--- config.mk ---
export PLATFORM = sky130hd
export DESIGN_NAME = render_frame_sync
export DESIGN_NICKNAME = d
export VERILOG_FILES = /design/src/rtl/render_frame_sync.sv
export SDC_FILE = /design/constraint.sdc
export NUM_CORES = 1
export LEC_CHECK = 0
export CORE_MARGIN = 2
export CORE_UTILIZATION = 54
export CTS_CLUSTER_SIZE = 40
export DETAILED_ROUTE_END_ITERATION = 7
export PLACE_DENSITY = 0.81
export SLEW_MARGIN = 40
export SYNTH_ARGS = -nofsm -noshare
export SYNTH_HDL_FRONTEND = slang
export SYNTH_SLANG_ARGS = --single-unit
--- constraint.sdc ---
create_clock -name clk_in -period 2.7 [get_ports clk_in]
set_input_delay 0.27 -clock clk_in [delete_from_list [all_inputs] [get_ports clk_in]]
set_output_delay 0.27 -clock clk_in [all_outputs]
set_load 0.1 [all_outputs]
--- src/rtl/render_frame_sync.sv ---
// rtl/render_frame_sync.sv - frame barrier and launcher for parallel renderer channels
//
// Launches one frame at a time on all enabled renderer channels. It waits until
// every channel in the latched mask reports a rising frame_done, then launches
// the next frame. A channel that hangs is forced through by a cycle timeout.
// The block also keeps an animation timer, a frame counter and the length of
// the last frame in cycles.
//
// Ports:
//   clk_in            renderer clock
//   rst_n_in          asynchronous active-low reset
//   enable_in         0 blocks new launches
//   mode_in           0 free-run, 1 single-step, 2/3 hold
//   step_in           single-step request, sampled in IDLE
//   ch_mask_in        participating channels, latched at launch
//   done_in           per-channel frame_done levels
//   clr_in            clears timed_out_ch_out
//   start_out         one-cycle launch pulse
//   busy_out          frame in flight
//   timer_out         animation timer, advances once per launch
//   frame_count_out   completed frames (normal or forced)
//   frame_cycles_out  length of the last frame, saturating
//   timeout_out       one-cycle pulse on forced completion
//   timed_out_ch_out  sticky per-channel missed-deadline flags
module render_frame_sync #(
    parameter int unsigned N_CH           = 2,
    parameter int unsigned TIMER_W        = 32,
    parameter int unsigned FCNT_W         = 16,
    parameter int unsigned CYC_W          = 24,
    parameter int unsigned TIMEOUT_CYCLES = 2**22
) (
    input  logic               clk_in,
    input  logic               rst_n_in,
    input  logic               enable_in,
    input  logic [1:0]         mode_in,
    input  logic               step_in,
    input  logic [N_CH-1:0]    ch_mask_in,
    input  logic [N_CH-1:0]    done_in,
    input  logic               clr_in,
    output logic               start_out,
    output logic               busy_out,
    output logic [TIMER_W-1:0] timer_out,
    output logic [FCNT_W-1:0]  frame_count_out,
    output logic [CYC_W-1:0]   frame_cycles_out,
    output logic               timeout_out,
    output logic [N_CH-1:0]    timed_out_ch_out
);

    typedef enum logic [1:0] {
        IDLE  = 2'd0,
        START = 2'd1,
        RUN   = 2'd2
    } state_t;

    // Last cyc value of a frame before it is forced through.
    localparam int unsigned     TO_M1   = (TIMEOUT_CYCLES == 0) ? 0 : TIMEOUT_CYCLES - 1;
    localparam logic [CYC_W-1:0] TO_LAST = CYC_W'(TO_M1);

    state_t            state;
    logic [N_CH-1:0]   mask_q;
    logic [N_CH-1:0]   done_q;
    logic [N_CH-1:0]   done_seen;
    logic [CYC_W-1:0]  cyc;

    logic [N_CH-1:0]   done_rise;
    logic [N_CH-1:0]   seen_now;
    logic [N_CH-1:0]   to_set;
    logic [CYC_W-1:0]  cyc_inc;
    logic              complete;
    logic              timeout_hit;
    logic              finish;
    logic              launch_idle;
    logic              relaunch;

    always_comb begin
        done_rise   = done_in & ~done_q;
        // Include this cycle's rises so a completing edge is acted on at once.
        seen_now    = done_seen | done_rise;
        complete    = &(seen_now | ~mask_q);
        timeout_hit = (TIMEOUT_CYCLES != 0) && (cyc == TO_LAST) && !complete;
        finish      = (state == RUN) && (complete || timeout_hit);
        cyc_inc     = (&cyc) ? cyc : cyc + 1'b1;
        launch_idle = enable_in && ((mode_in == 2'd0) || ((mode_in == 2'd1) && step_in));
        relaunch    = enable_in && (mode_in == 2'd0);
        to_set      = '0;
        if ((state == RUN) && timeout_hit) begin
            to_set = mask_q & ~seen_now;
        end
    end

    always_ff @(posedge clk_in or negedge rst_n_in) begin
        if (!rst_n_in) begin
            state            <= IDLE;
            mask_q           <= '0;
            done_q           <= '0;
            done_seen        <= '0;
            cyc              <= '0;
            start_out        <= 1'b0;
            busy_out         <= 1'b0;
            timer_out        <= '0;
            frame_count_out  <= '0;
            frame_cycles_out <= '0;
            timeout_out      <= 1'b0;
            timed_out_ch_out <= '0;
        end else begin
            done_q      <= done_in;
            start_out   <= 1'b0;
            timeout_out <= 1'b0;
            // A new missed deadline in the same cycle as clr_in must survive.
            timed_out_ch_out <= (clr_in ? '0 : timed_out_ch_out) | to_set;

            case (state)
                IDLE: begin
                    if (launch_idle) begin
                        state     <= START;
                        start_out <= 1'b1;
                    end
                end
                START: begin
                    mask_q    <= ch_mask_in;
                    done_seen <= '0;
                    cyc       <= '0;
                    timer_out <= timer_out + 1'b1;
                    state     <= RUN;
                    busy_out  <= 1'b1;
                end
                RUN: begin
                    done_seen <= seen_now;
                    cyc       <= cyc_inc;
                    if (finish) begin
                        frame_count_out  <= frame_count_out + 1'b1;
                        frame_cycles_out <= cyc_inc;
                        timeout_out      <= timeout_hit;
                        busy_out         <= 1'b0;
                        if (relaunch) begin
                            state     <= START;
                            start_out <= 1'b1;
                        end else begin
                            state <= IDLE;
                        end
                    end
                end
                default: begin
                    state    <= IDLE;
                    busy_out <= 1'b0;
                end
            endcase
        end
    end

endmodule

==> summary.txt <==
Clocking
  • H-tree Lvls: 3
  • Worst-Skew Late Latency: between 0.3 and 0.4 ns
  • Clk root buf: clkbuf_8
  • CTS max path bufs: 2
  • CTS tree: done
  • Num CTS Buffers: 9
  • Clock slew at reported path FFs: ~0.10 ns
  • Count of clock tree sinks: 109

Setup path
  • Startpoint Class: flip-flop
  • Crit Path Category: flip-flop to flip-flop
  • CP max FO: 11
  • Setup crit end kind: flip-flop
  • Arr. time, crit path: about 2.7 ns
  • Critical Path RT: 2.95 ns

Yosys
  • Post-synth EDFFs: 0
  • Synth top area cells: dfrtp_1, xnor2_1, nor2_1
  • Avg Cell Area, Syn: around 10 um^2
  • Post-synth top cells: dfrtp_1, nor2_1, nand2_1
  • Syn Nets: 555
  • Mapped Cells: around 540
  • Primary FF master, synth: dfrtp_1
  • Ys async rst share: 1.000
  • Largest area contributor in the netlist: dfrtp_1
  • Yosys reg bits: ~110
  • Cell variety after synth: 54
  • Share of the synthesized area in the top cell type: 0.5054
  • Synthesized area: between 5000 and 6000 um^2
  • Sequential share of the synthesized area: 0.5054
  • Most common cell in the netlist: dfrtp_1
  • Yosys warns: 0

Timing
  • Max-slew headroom at the worst pin: 0.6032
  • Clk_skew: 0.009801 ns
  • Fin Hold WS: 0.3606 ns
  • Slew Limit Fails: 0
  • Period utilisation layout: 0.9149
  • Slew @ Worst Pin: around 0.60 ns
  • Final setup vio count: 0
  • Count of final hold-check violations: 0
  • Min Clock Period, post-route: roughly 2.5 ns
  • Setup ws final: about 0.23 ns
  • RSZ-0062 raised after global routing: no
  • Post-route setup TNS: 0 ns
  • FMAX: 404.8 MHz

Final layout
  • Layout cells sized above 1: 0.1997
  • Nets: about 640
  • Final instance area: 6491 um^2
  • Antenna cell count: 0
  • Fin cells: around 760
  • Area delta synth->final: 20.29%

Routing
  • Post-DRT Antenna Nets: 0
  • Routed wire length: 12170 um
  • Routed WL per cell: 16.03 um
  • Vias/cell: just under 6
  • Routed via count: 4379
  • Initial drt markers: 285
  • DRT Pass-1 Iters: 5
  • # DRC: 0

Floorplanning
  • Chip height: around 100 um
  • Die X-Extent: around 100 um
  • I/O pin count: between 80 and 90
  • Starting Density: 0.5547
  • Die area: roughly 11000 um^2
  • Row Count: 36
  • CORE AREA: approximately 9700 um^2

Place
  • Place WS: 0.3286 ns
  • Placed cells: ~740
  • Post-DP Area: around 6200 um^2
  • IO buf count: between 80 and 90
  • Detailed Place HPWL: around 8700 um
  • RD Place Congestion: about 0.9

Global route
  • Initial antenna violation count: 0
  • Remaining global-route overflow: 0
  • Vias in the first global route: ~4100
  • Largest net degree at the start of global routing: 65
  • Total track usage: 0.2309
  • First-pass GRT wire length: just over 20000 um

Power and ir drop
  • Logic pwr share: 0.516
  • Pwr dens: approximately 1100 nW/um^2
  • Int Pwr: roughly 3.3 mW
  • Switching power: roughly 3.5 mW
  • Leak: between 2 and 3 nW
  • Clock power share: 0.165
  • Worst IR Drop VDD: 0.5614 mV
  • Sw frac: 0.5138
  • Sequential share of power: 0.319

Run status
  • Status: complete, no violations

Hold path
  • Hold Path Class: primary input to flip-flop

Flow run
  • Max Cap Viol: 0
per-stage QoR:
step / utilization / total power [mW]
global route: 0.6672 / 7.184
floorplan: - / 4.918
detailed placement: 0.6415 / 5.779
finish: 0.6672 / 6.878
global placement: 0.6415 / 5.735
CTS: 0.6665 / 6.916
path summary, 6_finish.rpt:
| kind | slack [ns] | startpoint | cells past startpoint | to |
|---|---|---|---|---|
| max | 0.23 | cyc[0] | 6 | frame_cycles_out[2] |
| min | 0.36 | done_in[0] | 1 | done_q[0] |
| max reg2reg | 0.23 | cyc[0] | 6 | frame_cycles_out[2] |
| min reg2reg | 0.47 | timer_out[31] | 1 | timer_out[31] |
| max in group asynchronous | 1.54 | rst_n_in | 3 | frame_cycles_out[11] |
| min in group asynchronous | 0.43 | rst_n_in | 2 | frame_count_out[6] |
per-layer routing:
layer | up-vias | GRT usage | share of wire
li1 | 2092 | - | -
met1 | 2148 | 0.3289 | 0.47
met2 | 120 | 0.3534 | 0.46
met3 | 19 | 0.03822 | 0.047
met4 | 0 | 0.09459 | 0.020
met5 | - | 0 | 0
area by class of cell:
cell class              count  area, um^2
flip-flops and latches    109        2728
clock inverters             4       78.83
well taps                 133       166.4
repair buffers            103       823.3
inverters                  17       63.81
multi-input cells         381        2476
clock buffers              12       155.1
fillers                   806        3238
logic make-up (layout without fill, tap and decap cells):
logic type                 Yosys count  after routing  synth area share
xor gates and xnor gates            59             59           0.09576
buffers and inverters               47            136           0.03686
adders and majority gates            7              7           0.01623
muxes                               13             13           0.02574
AOI/OAI and AO/OA                   88             88            0.1134
DFF                                109            109            0.5054
and+or+nand+nor                    214            214            0.2066
flip-flops by register name, indices dropped and copies added (netlist names):
name,flops
mask_q,2
done_seen,2
done_q,2
frame_cycles_out,24
cyc,24
busy_out,1
timed_out_ch_out,2
frame_count_out,16
state,2
start_out,1
timeout_out,1
timer_out,32
critical path, cell delays in order (launching register included):
cell and delay (ns):
dfrtp_1 0.49, ha_1 0.27, and4_1 0.37, nand4_1 0.44, o21ai_0 0.50, xor2_1 0.20
a21oi_1 0.08
what timing repair did:
action | in CTS | in global routing
hold endpoints to repair | 45 | 0
resized for setup | 0 | 2
setup buffers | 0 | 0
hold buffers | 1 | 0
endpoints found under the setup margin | 0 | 1
cell usage in the layout, fill, tap and decap left out, drive strengths merged, types with 5 or more instances in the layout:
cell,instances
dfrtp,109
buf,93
nor2,49
nand2,46
xnor2,39
nand3,31
nand4,29
a21oi,20
xor2,20
inv,18
and3,15
o21ai,13
clkbuf,12
nor3,10
clkdlybuf4s50,9
a31oi,8
nor4,8
mux2,7
o211ai,7
o311ai,7
ha,7
and4,6
mux2i,6
o22ai,5
or4,5
power by group through the flow:
stage	Combinational (mW)	Clock, mW	Sequential [mW]
final	3.55	1.13	2.19
after CTS	3.57	1.15	2.19
after global routing	3.73	1.22	2.23
after floorplan	0.905	0	4.01
after global placement	3.52	0	2.22
after detailed placement	3.55	0	2.23
(Power assumes the default switching activity.)
